[src/rtl/lcd_pkg.sv]
// Shared definitions for the HD44780-style LCD panel model and its controller.
package lcd_pkg;
    typedef enum logic [1:0] {
        POWERUP,
        IDLE,
        EXEC
    } lcd_state_e;

    typedef struct packed {
        logic disp_on;
        logic cursor_on;
        logic blink_on;
        logic inc_dec;
        logic shift;
        logic two_line;
        logic font;
    } lcd_mode_t;

    localparam int unsigned LCD_DDRAM_DEPTH = 80;
    localparam logic [7:0]  BLANK_CHAR      = 8'h20;

    // Instruction class is selected by the highest set bit of the byte.
    localparam int unsigned OP_SET_DDRAM = 7;
    localparam int unsigned OP_SET_CGRAM = 6;
    localparam int unsigned OP_FUNC_SET  = 5;
    localparam int unsigned OP_SHIFT     = 4;
    localparam int unsigned OP_DISP_CTRL = 3;
    localparam int unsigned OP_ENTRY     = 2;
    localparam int unsigned OP_HOME      = 1;
    localparam int unsigned OP_CLEAR     = 0;

    function automatic logic [6:0] ac_step(input logic [6:0] a, input logic inc,
                                           input logic [6:0] last);
        if (inc) return (a == last) ? 7'd0 : a + 7'd1;
        return (a == 7'd0) ? last : a - 7'd1;
    endfunction
endpackage

[src/rtl/lcd_ddram.sv]
// Character DDRAM: one synchronous write port, two asynchronous read ports.
module lcd_ddram
    import lcd_pkg::*;
#(
    parameter int unsigned DEPTH = LCD_DDRAM_DEPTH
) (
    input  logic       clk,
    input  logic       we,
    input  logic [6:0] waddr,
    input  logic [7:0] wdata,
    input  logic [6:0] raddr_a,
    output logic [7:0] rdata_a,
    input  logic [6:0] raddr_b,
    output logic [7:0] rdata_b
);
    logic [7:0] mem_q [DEPTH];

    always_ff @(posedge clk) begin
        if (we) mem_q[waddr] <= wdata;
    end

    // Addresses beyond the populated cells read as zero.
    assign rdata_a = (32'(raddr_a) < DEPTH) ? mem_q[raddr_a] : '0;
    assign rdata_b = (32'(raddr_b) < DEPTH) ? mem_q[raddr_b] : '0;
endmodule

[src/rtl/lcd_responder.sv]
// Device end of an HD44780-style parallel LCD bus: decodes accesses, keeps
// DDRAM/AC/mode state, models execution busy time and flags protocol errors.
module lcd_responder
    import lcd_pkg::*;
#(
    parameter int unsigned POWERUP_CYCLES = 500,
    parameter int unsigned CMD_CYCLES     = 50,
    parameter int unsigned CLEAR_CYCLES   = 200,
    parameter int unsigned DDRAM_DEPTH    = LCD_DDRAM_DEPTH,
    parameter int unsigned CBITS          = 9
) (
    input  logic       clk,
    input  logic       rst,
    input  logic       e,
    input  logic       rs,
    input  logic       rw,
    input  logic [7:0] lcd_data,
    output logic [7:0] rd_data,
    output logic       rd_valid,
    output logic       busy_flag,
    output logic [6:0] ac,
    output logic       disp_on,
    output logic       cursor_on,
    output logic       blink_on,
    output logic       inc_dec,
    output logic       shift,
    output logic       two_line,
    output logic       font,
    output logic       init_done,
    output logic       proto_err,
    input  logic [6:0] dbg_addr,
    output logic [7:0] dbg_char
);
    localparam logic [6:0] AC_LAST = 7'(DDRAM_DEPTH - 1);

    lcd_state_e       state_q, state_d;
    logic [CBITS-1:0] cnt_q, cnt_d;
    logic             e_q;
    logic [6:0]       ac_q, ac_d;
    logic [6:0]       fill_q, fill_d;
    logic             fill_active_q, fill_active_d;
    lcd_mode_t        mode_q, mode_d;
    logic             init_done_q, init_done_d;
    logic             proto_err_q, proto_err_d;
    logic [7:0]       rd_data_q, rd_data_d;
    logic             rd_valid_q, rd_valid_d;

    logic       rise, fall, busy;
    logic       mem_we;
    logic [6:0] mem_waddr;
    logic [7:0] mem_wdata, ac_char;

    assign rise = e & ~e_q;
    assign fall = ~e & e_q;
    assign busy = (state_q != IDLE);

    // Write enable is gated by reset so a reset edge cannot land one more fill cell.
    lcd_ddram #(.DEPTH(DDRAM_DEPTH)) u_ddram (
        .clk     (clk),
        .we      (mem_we & ~rst),
        .waddr   (mem_waddr),
        .wdata   (mem_wdata),
        .raddr_a (ac_q),
        .rdata_a (ac_char),
        .raddr_b (dbg_addr),
        .rdata_b (dbg_char)
    );

    always_comb begin
        state_d       = state_q;
        cnt_d         = cnt_q;
        ac_d          = ac_q;
        fill_d        = fill_q;
        fill_active_d = fill_active_q;
        mode_d        = mode_q;
        init_done_d   = init_done_q;
        proto_err_d   = proto_err_q;
        rd_data_d     = rd_data_q;
        rd_valid_d    = rd_valid_q;
        mem_we        = 1'b0;
        mem_waddr     = ac_q;
        mem_wdata     = lcd_data;

        unique case (state_q)
            POWERUP: begin
                cnt_d = cnt_q + 1'b1;
                if (cnt_q == CBITS'(POWERUP_CYCLES - 1)) begin
                    state_d = IDLE;
                    cnt_d   = '0;
                end
            end
            EXEC: begin
                cnt_d = cnt_q - 1'b1;
                if (cnt_q == CBITS'(1)) state_d = IDLE;
                if (fill_active_q) begin
                    mem_we    = 1'b1;
                    mem_waddr = fill_q;
                    mem_wdata = BLANK_CHAR;
                    fill_d    = fill_q + 7'd1;
                    if (fill_q == AC_LAST) fill_active_d = 1'b0;
                end
            end
            default: ;
        endcase

        if (rise && rw) begin
            rd_valid_d = 1'b1;
            if (!rs) begin
                rd_data_d = {busy, ac_q};
            end else if (!busy) begin
                rd_data_d = ac_char;
                ac_d      = ac_step(ac_q, mode_q.inc_dec, AC_LAST);
                state_d   = EXEC;
                cnt_d     = CBITS'(CMD_CYCLES);
            end else begin
                rd_data_d   = '0;
                proto_err_d = 1'b1;
            end
        end

        if (fall) begin
            rd_valid_d = 1'b0;
            if (!rw) begin
                if (busy) begin
                    proto_err_d = 1'b1;
                end else if (rs) begin
                    mem_we  = 1'b1;
                    ac_d    = ac_step(ac_q, mode_q.inc_dec, AC_LAST);
                    state_d = EXEC;
                    cnt_d   = CBITS'(CMD_CYCLES);
                end else begin
                    state_d = EXEC;
                    cnt_d   = CBITS'(CMD_CYCLES);
                    if (!init_done_q && lcd_data[7:5] != 3'b001) proto_err_d = 1'b1;
                    if (lcd_data[OP_SET_DDRAM]) begin
                        ac_d = 7'(32'(lcd_data[6:0]) % DDRAM_DEPTH);
                    end else if (lcd_data[OP_SET_CGRAM]) begin
                    end else if (lcd_data[OP_FUNC_SET]) begin
                        mode_d.two_line = lcd_data[3];
                        mode_d.font     = lcd_data[2];
                        init_done_d     = 1'b1;
                    end else if (lcd_data[OP_SHIFT]) begin
                    end else if (lcd_data[OP_DISP_CTRL]) begin
                        {mode_d.disp_on, mode_d.cursor_on, mode_d.blink_on} = lcd_data[2:0];
                    end else if (lcd_data[OP_ENTRY]) begin
                        {mode_d.inc_dec, mode_d.shift} = lcd_data[1:0];
                    end else if (lcd_data[OP_HOME]) begin
                        ac_d  = '0;
                        cnt_d = CBITS'(CLEAR_CYCLES);
                    end else if (lcd_data[OP_CLEAR]) begin
                        ac_d           = '0;
                        mode_d.inc_dec = 1'b1;
                        fill_d         = '0;
                        fill_active_d  = 1'b1;
                        cnt_d          = CBITS'(CLEAR_CYCLES);
                    end else begin
                        state_d = IDLE;
                        cnt_d   = cnt_q;
                    end
                end
            end
        end
    end

    always_ff @(posedge clk) begin
        if (rst) begin
            state_q       <= POWERUP;
            cnt_q         <= '0;
            e_q           <= 1'b0;
            ac_q          <= '0;
            fill_q        <= '0;
            fill_active_q <= 1'b0;
            mode_q        <= '0;
            init_done_q   <= 1'b0;
            proto_err_q   <= 1'b0;
            rd_data_q     <= '0;
            rd_valid_q    <= 1'b0;
        end else begin
            state_q       <= state_d;
            cnt_q         <= cnt_d;
            e_q           <= e;
            ac_q          <= ac_d;
            fill_q        <= fill_d;
            fill_active_q <= fill_active_d;
            mode_q        <= mode_d;
            init_done_q   <= init_done_d;
            proto_err_q   <= proto_err_d;
            rd_data_q     <= rd_data_d;
            rd_valid_q    <= rd_valid_d;
        end
    end

    assign rd_data   = rd_data_q;
    assign rd_valid  = rd_valid_q;
    assign busy_flag = busy;
    assign ac        = ac_q;
    assign disp_on   = mode_q.disp_on;
    assign cursor_on = mode_q.cursor_on;
    assign blink_on  = mode_q.blink_on;
    assign inc_dec   = mode_q.inc_dec;
    assign shift     = mode_q.shift;
    assign two_line  = mode_q.two_line;
    assign font      = mode_q.font;
    assign init_done = init_done_q;
    assign proto_err = proto_err_q;
endmodule

[config.mk]
export PLATFORM = sky130hd
export DESIGN_NAME = lcd_responder
export DESIGN_NICKNAME = d
export VERILOG_FILES = /design/src/rtl/lcd_pkg.sv /design/src/rtl/lcd_ddram.sv /design/src/rtl/lcd_responder.sv
export SDC_FILE = /design/constraint.sdc
export NUM_CORES = 1
export LEC_CHECK = 0
export CAP_MARGIN = 10
export CORE_ASPECT_RATIO = 0.9
export CORE_UTILIZATION = 45
export CTS_CLUSTER_SIZE = 30
export DETAILED_ROUTE_END_ITERATION = 12
export REMOVE_ABC_BUFFERS = 1
export SYNTH_ARGS = -nofsm -noshare
export SYNTH_HDL_FRONTEND = slang
export SYNTH_SLANG_ARGS = --single-unit
export TNS_END_PERCENT = 5
[constraint.sdc]
create_clock -name clk -period 3.4 [get_ports clk]
set_clock_uncertainty 0.05 [all_clocks]
set_input_delay 0.51 -clock clk [delete_from_list [all_inputs] [get_ports clk]]
set_output_delay 0.51 -clock clk [all_outputs]
set_load 0.03 [all_outputs]
==> flow_metrics.tcl <==
set metrics [dict create \
    firstDrtPassIters 11 \
    worstPathCellList "mux4_2, mux4_2, a22oi_1, buf_4, o221ai_2, buf_4" \
    holdPathStages 2 \
    postCtsHoldBufs 0 \
    core_sq_mm 0.0732 \
    r2r_start "ac[0]" \
    ys_warn_count 0 \
    root_buffer "clkbuf_16" \
    r2r_end "rd_data[2]" \
    post_synth.cell_area_avg_sq_um 17.0 \
    min_to "font" \
    start_util_pct 45.4 \
    min_path_type "reg -> reg" \
    ys_async_sr_fraction_pct 0 \
    endpoint_kind "primary output" \
    path_buf_inv 2 \
    rsz0062_at_grt "false" \
    ir_drop_mv 0.435 \
    hp-start "font" \
    cts.htree.levels 3 \
    worstSetupStartpointType "flip-flop" \
    p_total_mw 18.6 \
    grt_start_max_net_pins 81 \
    worst_slew_pin_slew_ns 1.19 \
    cts_buffer_depth 3 \
    num_io_pins 54 \
    critPathArrivalTime_ns 2.78 \
    maxCapViolCount 0 \
    wire_per_inst_um 32.0 \
    drv_slew 0 \
    synth_flop_cell "edfxtp_1" \
    grt_first_pass_wirelength_mm 149 \
    pwr_density_cell_mw_per_mm2 474 \
    synth-edff-count 640 \
    reg2reg_depth 7 \
    multiInputGateArea_sq_mm 0.0124 \
    rows 94 \
    final_antenna_net_count 0 \
    syn_to_final_growth_pct 18.0 \
    leakagePower_nw 12.4 \
    cts_sinks 685 \
    final_nets 2228 \
    gp_congestion 0.927 \
    path_class "reg -> out" \
    die_w_um 289 \
    relSlewSlack_pct 20.3 \
    cts_made_buffers 73 \
    grt_pass1_vias 21100 \
    slowest_delay_ns 0.52 \
    crit_slowest_cell "mux4_2" \
    cts_tree "yes" \
    hpwl_mm 70.3 \
    netlist_area_sq_mm 0.0332 \
    cp_top_family "multiplexers" \
    fmax_ghz 0.299 \
    yosysUniqueCellTypes 68 \
    via_per_inst 6.54 \
    status "finished, violations left" \
    drc_errors 8 \
    diodes 0 \
    fillers 5842 \
    cp_max_fo 2 \
    setup_violations 0 \
    reg2reg_slack_ns 0.42 \
    final_layout_size_suffix_gt1_share_pct 33.6 \
    gr-total-overflow 0 \
    drt_wl_total_mm 103 \
    finalHoldViolCount 0 \
    die_area_sq_mm 0.0750 \
    grt_usage_pct 27.9 \
    finalCritPeriodShare_pct 98.3 \
    violations "design-rule violations" \
    portBuffers 53 \
    layout.area.seq_sq_mm 0.0201 \
    ys_seq_area_share_pct 60.5 \
    mostFrequentLayoutCell "edfxtp_1" \
    period_needed_ns 3.34 \
    final_util_pct 53.6 \
    die_y_um 260 \
    cp.required_ns 2.84 \
    dr_total_vias 21000 \
    cts.clk_slew.worst_paths_ns 0.06 \
    most-common-layout-cells "edfxtp_1, mux4_2, buf_4, nor2_1, mux2i_1" \
    antenna_found_initial 3 \
    synth_cells 1953 \
    drtIter0Drc 2827 \
    clock_latency_ns 0.64 \
    synth-seq-cells 685 \
]
[cells in the mapped netlist, drive strengths merged (19+ instances only)]
master / number / area, sq um
a22oi: 43 / 323
nand2: 79 / 297
nor3: 21 / 110
a21oi: 39 / 206
dfxtp: 45 / 901
mux4: 327 / 7360
clkbuf: 63 / 236
mux2i: 112 / 1120
o21ai: 33 / 165
nand3: 50 / 250
edfxtp: 640 / 19200
nor2b: 19 / 119
o22ai: 23 / 144
buf: 80 / 526
nor2: 160 / 611
[metrics by stage]
stage                     cell area (sq um)  setup TNS (ns)  setup slack, ns  hold slack [ns]  instances
final                                 39200               0           0.0579            0.415       3215
after global routing                  39200               0          0.00305            0.432       3215
after CTS                             39200               0           0.0217            0.417       3213
after detailed placement              36700               0           0.0208            0.409       3084
after global placement                36700               0          0.00547            0.393       3084
after floorplan                       32500        -4086.84            -6.94            0.395       1810
[report_power, final]
group | switching, mW | internal (mW) | leakage [nW] | total [mW]
Combinational | 0.574 | 0.427 | 5.06 | 1.00
Clock | 3.46 | 4.89 | 1.21 | 8.35
Sequential | 0.0182 | 9.21 | 6.12 | 9.23
[layer usage]
layer	GRT usage (%)	wire length [um]	vias up	share of wire, %
met5	0	17	-	0.016
met4	8.41	3070	4	3.0
met3	6.60	10600	182	10
met2	42.4	47700	1181	46
met1	39.9	41600	11000	40
li1	-	-	8643	-
[cell type report]
cell class,instances,share of cell area [%]
inverters,13,0.124
multi-input cells,1112,31.6
repair buffers,316,7.57
clock buffers,84,4.84
clock inverters,45,1.51
well taps,960,3.06
flip-flops and latches,685,51.3
[flip-flops by register name, summed over array words and instances, names as in the netlist]
register / cells
ac: 7
blink_on: 1
cnt_q: 9
cursor_on: 1
disp_on: 1
e_q: 1
fill_active_q: 1
fill_q: 7
font: 1
inc_dec: 1
init_done: 1
proto_err: 1
rd_data: 8
rd_valid: 1
shift: 1
state_q: 2
two_line: 1
u_ddram.mem_q: 640
[kinds of logic after synthesis]
group	share of synthesized area, %
XOR/XNOR	0.342
buffers and inverters	2.44
adder cells (fa/ha/maj)	0.263
AND/OR/NAND/NOR	5.81
AO/OA/AOI/OAI	4.94
multiplexers	25.7
flip-flops	60.5
[repair_timing]
item                                    in CTS  in global routing
pin swaps                                    0                  1
resized for setup                            6                  6
endpoints found under the setup margin       6                  5
setup buffers                                0                  2
[worst max path at each step]
stage,from,to,cells past startpoint
6_report,u_ddram.mem_q[72][7],dbg_char[7],6
5_1_grt,u_ddram.mem_q[68][0],dbg_char[0],6
4_1_cts,u_ddram.mem_q[77][1],dbg_char[1],6
3_5_place_dp,dbg_addr[0],dbg_char[4],11
3_3_place_gp,dbg_addr[0],dbg_char[4],11
2_1_floorplan,ac[0],ac[0],8
[tightest hold or removal path, stage by stage (launching register included)]
cell and delay, ns:
dfxtp_1 0.31, nand2_1 0.05, a21oi_1 0.06
Power figures use the tool's default switching activity.
